<file path="src/rtl/hybrid_tree.sv">
// ---------------------------------------------------------------------------
// hybrid_tree
//   Max-priority queue with 16 entries, stored as 4 groups. Each group holds
//   one "top" register and a 3-node binary max-heap (root + 2 children). The
//   top register always holds the group maximum, so the global maximum is a
//   4-way compare over the group tops.
//
//   Every accepted operation updates storage on its acceptance edge. The
//   block then stays busy for 4 more edges and ignores requests during that
//   time. The next request is taken on the 5th edge after acceptance.
//
// Ports
//   CLK     in   sole clock, rising edge
//   RSTn    in   asynchronous reset, active HIGH (legacy name)
//   i_wrt   in   write request (enqueue, or replace when i_read=1)
//   i_read  in   read request (dequeue, or replace when i_wrt=1)
//   i_data  in   key for enqueue / replace
//   o_full  out  stored count == QUEUE_SIZE
//   o_empty out  stored count == 0
//   o_data  out  current maximum key, 0 when empty
// ---------------------------------------------------------------------------
module hybrid_tree #(
  parameter int QUEUE_SIZE = 16,
  parameter int DATA_WIDTH = 16
) (
  input  logic                  CLK,
  input  logic                  RSTn,
  input  logic                  i_wrt,
  input  logic                  i_read,
  input  logic [DATA_WIDTH-1:0] i_data,
  output logic                  o_full,
  output logic                  o_empty,
  output logic [DATA_WIDTH-1:0] o_data
);

  localparam int NUM_GROUPS = 4;
  localparam int CNT_W      = $clog2(QUEUE_SIZE + 1);

  typedef enum logic {
    ST_IDLE,
    ST_BUSY
  } state_t;

  state_t                state_q;
  logic [2:0]            busy_cnt_q;

  logic [DATA_WIDTH-1:0] top_q  [NUM_GROUPS];
  logic [DATA_WIDTH-1:0] node_q [NUM_GROUPS][3];
  logic [2:0]            gcnt_q [NUM_GROUPS];
  logic [CNT_W-1:0]      total_q;

  logic                  full_w;
  logic                  empty_w;
  logic                  do_enq;
  logic                  do_deq;
  logic                  do_rep;
  logic                  do_any;

  logic                  has_any;
  logic [DATA_WIDTH-1:0] best;
  logic [1:0]            sel;
  logic [1:0]            tgt;
  logic [2:0]            min_cnt;

  logic [1:0]            grp;
  logic [DATA_WIDTH-1:0] cur_top;
  logic [DATA_WIDTH-1:0] cur_n0;
  logic [DATA_WIDTH-1:0] cur_n1;
  logic [DATA_WIDTH-1:0] cur_n2;
  logic [2:0]            cur_cnt;
  logic [DATA_WIDTH-1:0] top_n;
  logic [DATA_WIDTH-1:0] n0_n;
  logic [DATA_WIDTH-1:0] n1_n;
  logic [DATA_WIDTH-1:0] n2_n;
  logic [2:0]            cnt_n;
  logic [CNT_W-1:0]      total_n;
  logic [DATA_WIDTH-1:0] hi;
  logic [DATA_WIDTH-1:0] lo;

  assign full_w  = (total_q == CNT_W'(QUEUE_SIZE));
  assign empty_w = (total_q == '0);
  assign o_full  = full_w;
  assign o_empty = empty_w;

  // A replace on an empty queue degenerates to an enqueue. Enqueue on full
  // and dequeue on empty are dropped and do not start a busy window.
  assign do_enq = (state_q == ST_IDLE) && i_wrt &&
                  ((!i_read && !full_w) || (i_read && empty_w));
  assign do_deq = (state_q == ST_IDLE) && i_read && !i_wrt && !empty_w;
  assign do_rep = (state_q == ST_IDLE) && i_read && i_wrt && !empty_w;
  assign do_any = do_enq || do_deq || do_rep;

  // Selected group: largest valid top, lowest index wins ties.
  // Enqueue target: least-filled group, lowest index wins ties.
  always_comb begin
    has_any = 1'b0;
    best    = '0;
    sel     = '0;
    tgt     = '0;
    min_cnt = gcnt_q[0];
    for (int i = 0; i < NUM_GROUPS; i++) begin
      if ((gcnt_q[i] != 3'd0) && (!has_any || (top_q[i] > best))) begin
        has_any = 1'b1;
        best    = top_q[i];
        sel     = 2'(i);
      end
    end
    for (int i = 1; i < NUM_GROUPS; i++) begin
      if (gcnt_q[i] < min_cnt) begin
        min_cnt = gcnt_q[i];
        tgt     = 2'(i);
      end
    end
  end

  assign o_data = has_any ? best : '0;

  // Next contents of the single group touched by this operation. Subtree
  // slots are filled in order 0,1,2, so a group of count c has c-1 nodes.
  always_comb begin
    grp     = do_enq ? tgt : sel;
    cur_top = top_q[grp];
    cur_n0  = node_q[grp][0];
    cur_n1  = node_q[grp][1];
    cur_n2  = node_q[grp][2];
    cur_cnt = gcnt_q[grp];
    top_n   = cur_top;
    n0_n    = cur_n0;
    n1_n    = cur_n1;
    n2_n    = cur_n2;
    cnt_n   = cur_cnt;
    total_n = total_q;
    hi      = '0;
    lo      = '0;

    if (do_enq) begin
      cnt_n   = cur_cnt + 3'd1;
      total_n = total_q + CNT_W'(1);
      if (cur_cnt == 3'd0) begin
        top_n = i_data;
      end else begin
        if (i_data > cur_top) begin
          hi = i_data;
          lo = cur_top;
        end else begin
          hi = cur_top;
          lo = i_data;
        end
        top_n = hi;
        // The new subtree leaf sifts up one level to the root at most.
        case (cur_cnt)
          3'd1: n0_n = lo;
          3'd2: begin
            if (lo > cur_n0) begin
              n0_n = lo;
              n1_n = cur_n0;
            end else begin
              n1_n = lo;
            end
          end
          3'd3: begin
            if (lo > cur_n0) begin
              n0_n = lo;
              n2_n = cur_n0;
            end else begin
              n2_n = lo;
            end
          end
          default: ;
        endcase
      end
    end else if (do_deq) begin
      cnt_n   = cur_cnt - 3'd1;
      total_n = total_q - CNT_W'(1);
      // Subtree root is promoted to top; last leaf refills the root and
      // sinks one level against the only remaining child.
      case (cur_cnt)
        3'd1: top_n = '0;
        3'd2: begin
          top_n = cur_n0;
          n0_n  = '0;
        end
        3'd3: begin
          top_n = cur_n0;
          n0_n  = cur_n1;
          n1_n  = '0;
        end
        3'd4: begin
          top_n = cur_n0;
          n2_n  = '0;
          if (cur_n1 > cur_n2) begin
            n0_n = cur_n1;
            n1_n = cur_n2;
          end else begin
            n0_n = cur_n2;
            n1_n = cur_n1;
          end
        end
        default: ;
      endcase
    end else if (do_rep) begin
      if ((cur_cnt == 3'd1) || (i_data >= cur_n0)) begin
        top_n = i_data;
      end else begin
        // New key takes the root and sinks toward the larger child; a tie
        // with that child leaves the new key in place.
        top_n = cur_n0;
        n0_n  = i_data;
        if (cur_cnt == 3'd3) begin
          if (cur_n1 > i_data) begin
            n0_n = cur_n1;
            n1_n = i_data;
          end
        end else if (cur_cnt == 3'd4) begin
          if (cur_n1 >= cur_n2) begin
            if (cur_n1 > i_data) begin
              n0_n = cur_n1;
              n1_n = i_data;
            end
          end else if (cur_n2 > i_data) begin
            n0_n = cur_n2;
            n2_n = i_data;
          end
        end
      end
    end
  end

  // Storage update on acceptance plus the 4-edge busy window that follows.
  always_ff @(posedge CLK or posedge RSTn) begin
    if (RSTn) begin
      state_q    <= ST_IDLE;
      busy_cnt_q <= '0;
      total_q    <= '0;
      for (int g = 0; g < NUM_GROUPS; g++) begin
        top_q[g]  <= '0;
        gcnt_q[g] <= '0;
        for (int k = 0; k < 3; k++) begin
          node_q[g][k] <= '0;
        end
      end
    end else begin
      if (state_q == ST_BUSY) begin
        busy_cnt_q <= busy_cnt_q - 3'd1;
        if (busy_cnt_q == 3'd1) begin
          state_q <= ST_IDLE;
        end
      end
      if (do_any) begin
        top_q[grp]     <= top_n;
        node_q[grp][0] <= n0_n;
        node_q[grp][1] <= n1_n;
        node_q[grp][2] <= n2_n;
        gcnt_q[grp]    <= cnt_n;
        total_q        <= total_n;
        state_q        <= ST_BUSY;
        busy_cnt_q     <= 3'd4;
      end
    end
  end

endmodule

</file>
<file path="config.mk">
export PLATFORM = sky130hd
export DESIGN_NAME = hybrid_tree
export DESIGN_NICKNAME = d
export VERILOG_FILES = /design/src/rtl/hybrid_tree.sv
export SDC_FILE = /design/constraint.sdc
export NUM_CORES = 1
export LEC_CHECK = 0
export ABC_AREA = 1
export ABC_CLOCK_PERIOD_IN_PS = 27300
export CORE_ASPECT_RATIO = 1.4
export CORE_MARGIN = 2
export CORE_UTILIZATION = 44
export DETAILED_ROUTE_END_ITERATION = 16
export PLACE_DENSITY = 0.59
export SYNTH_ARGS = -nofsm -noshare
export SYNTH_HDL_FRONTEND = slang
export SYNTH_SLANG_ARGS = --single-unit
</file>
<file path="constraint.sdc">
create_clock -name CLK -period 27.3 [get_ports CLK]
set_clock_uncertainty 0.1 [all_clocks]
set_input_delay 2.73 -clock CLK [delete_from_list [all_inputs] [get_ports CLK]]
set_output_delay 2.73 -clock CLK [all_outputs]
set_load 0.005 [all_outputs]
</file>
==> reports/results.txt <==
run status: complete, no violations
critical path endpoint category: flip-flop
Setup TNS: 0 ns
Avg Inst Size Synth: 6.86 sq um
Clk Latency, worst-skew pair: 0.58 ns
H-tree levels: 1
Site Rows: 97
Post-Route WL: 85300 um
RSZ-0062 raised after global routing: no
HPWL Detailed: 60300 um
Inserted Diodes: 0
Die W: 194 um
fmax: 0.0726 GHz
vias in the first global route: 22000
flop-to-flop setup slack: 13.53 ns
TritonRoute pass-1 iters: 7
PortBufs: 37
post-DR wirelength/cell: 22.3 um
ranking of synthesized cells by area: dfrtp_1 31%, nand2_1 18%, ha_1 9.1%, nand3_1 5.9%, inv_1 5.6%
TritonCTS clock tree: yes
synthesis-to-layout area growth: 7.59%
I/O pin total: 38
Max Buffers Root-to-Sink: 3
CTS Hold Bufs: 0
Post-Synthesis Cells: 3228
Tmin final: 13.77 ns
top-area cell type share of the netlist area: 31.3%
Min-Delay Path Depth: 2
slowest CP cell: a2111oi_0
routed vias/inst: 5.91
final hold violation count: 0
part of the Yosys area used for sequential elements: 31.3%
routability cong.: 0.960
Slew @ Worst Pin: 1.17 ns
die span in y: 270 um
Worst EP arrival: 14.12 ns
startpoint types: flip-flop
Iter 0 DRT Violations: 1803
CP max FO: 34
clock-pin slew on the worst setup and hold paths: 0.06 ns
Worst R2R Start: gcnt_q[11]$_DFFE_PP0P_
post-synth top area cell: dfrtp_1
Syn Nets: 3411
Worst Hold End: node_q[171]$_DFFE_PP0P_
Setup violations, final: 0
final core occ: 47.8%
clk root buf: clkbuf_16
maximum number of pins on one net before global-route repair: 104
fin. max-slew vios: 0
Hold Startpoint: node_q[171]$_DFFE_PP0P_
clock buffer count from CTS: 29
GRT overflow: 0
clock sinks: 277
layout cells sized above 1: 7.33%
DRC: 0
Worst R2R End: node_q[177]$_DFFE_PP0P_
first-pass GRT wire length: 132000 um
full die area: 52200 sq um
GRT Resource Usage Total: 32.2%
max_slew headroom: 22.3%
distinct cell type count after synthesis: 60
Final period util: 50.4%
initial antenna violation count: 0
Primary FF master, synth: dfrtp_1
max-cap violations: 0
Post-synth EDFFs: 0
critical path type: reg -> reg
postcts setup bufs: 0
via count: 22600
Worst Path Required: 27.66 ns
core outline area: 49900 sq um
most used cell, CP: nand2_1
worst min-delay path class: reg -> reg
ys async rst share: 100%
Resize count post-CTS: 0
critical path's largest stage delay: 0.85 ns
warning count from the yosys run: 0
R2R cell count: 71
Seq cells post-synth: 277
nets: 3340
Final ANT Viol Nets: 0
Starting Density: 44.4%
Post-Syn Area: 22200 sq um
-- sequential cells by signal (all words and copies together) (netlist names) --
register	cells
node_q	192
top_q	64
busy_cnt_q	3
total_q	5
gcnt_q	12
state_q	1
-- Yosys cell counts (29+ instances only) --
master and n:
o211ai_1 38, nand3_1 263, dfrtp_1 277, clkbuf_1 114
or2_2 48, buf_2 29, o21ai_1 64, a22oi_1 86
ha_1 162, o22ai_1 74, inv_2 30, a21oi_1 172
o21ai_0 195, inv_1 328, nor2_1 87, nand2_1 1053
-- per-layer routing --
layer	track usage (%)	part of all wire, %	up-vias
met2	56.0	49	920
met1	40.3	41	10900
met3	2.94	5.8	195
li1	-	-	10600
met5	0	0	-
met4	14.6	4.6	0
-- metrics by stage --
stage                     cells  area (sq um)  hold slack, ns  worst slack (ns)
after floorplan            3228         22200           0.349             16.83
after global placement     3769         22900           0.362             13.80
after detailed placement   3769         22900           0.365             13.61
after CTS                  3822         23800           0.382             13.55
after global routing       3822         23800           0.401             12.11
final                      3822         23800           0.379             13.53
-- final cells by class --
| type | count | area (sq um) |
|---|---|---|
| multi-input cells | 2416 | 13100 |
| clock buffers | 42 | 815 |
| fillers | 5193 | 26000 |
| flip-flops and latches | 277 | 6930 |
| well taps | 643 | 805 |
| clock inverters | 11 | 164 |
| repair buffers | 71 | 626 |
| inverters | 362 | 1370 |
-- how the worst max path moves through the flow --
stage | from | to | slack (ns) | depth (start not counted)
6_report | gcnt_q[11]$_DFFE_PP0P_ | node_q[177]$_DFFE_PP0P_ | 13.53 | 71
5_1_grt | gcnt_q[11]$_DFFE_PP0P_ | node_q[180]$_DFFE_PP0P_ | 12.11 | 72
4_1_cts | gcnt_q[11]$_DFFE_PP0P_ | node_q[177]$_DFFE_PP0P_ | 13.55 | 71
3_5_place_dp | gcnt_q[11]$_DFFE_PP0P_ | node_q[177]$_DFFE_PP0P_ | 13.61 | 69
3_3_place_gp | gcnt_q[11]$_DFFE_PP0P_ | node_q[33]$_DFFE_PP0P_ | 13.80 | 72
2_1_floorplan | RSTn | busy_cnt_q[0]$_DFFE_PP0P_ | 16.83 | 1
-- kinds of logic after synthesis --
family                   count (synthesis)  synth area share, %
adder cells (fa/ha/maj)                163                 9.24
XOR/XNOR                                 6                0.237
AO/OA/AOI/OAI                          719                 20.0
flip-flops                             277                 31.3
AND/OR/NAND/NOR                       1528                 29.7
buffers and inverters                  535                 9.63
-- layout by cell type, fill, tap and decap left out, drive strengths merged, types with 2 or more instances in the layout --
cell,netlist,layout
a2111oi,2,2
a211oi,6,6
a21o,3,3
a21oi,174,174
a221oi,13,13
a22oi,87,87
a31oi,6,6
and2,2,2
buf,59,34
bufinv,0,4
clkbuf,114,42
clkdlybuf4s50,0,37
clkinv,1,7
clkinvlp,0,2
dfrtp,277,277
ha,162,162
inv,361,360
nand2,1076,1076
nand3,265,265
nand4,17,17
nor2,98,98
nor3,18,18
o2111ai,3,3
o211ai,38,38
o21ai,260,260
o21bai,14,14
o221ai,28,28
o22ai,81,81
or2,49,49
xor2,5,5
-- worst max-delay path, delay by kind of cell, from the launching register on --
kind	cells	cell delay (ns)
and+or+nand+nor	40	4.99
DFF	1	0.39
AOI/OAI and AO/OA	14	3.41
buffers and inverters	12	3.12
adders and majority gates	5	1.55
Power is not shown: default switching activity piles up to over one toggle a cycle in this logic, so the estimate is an artifact.
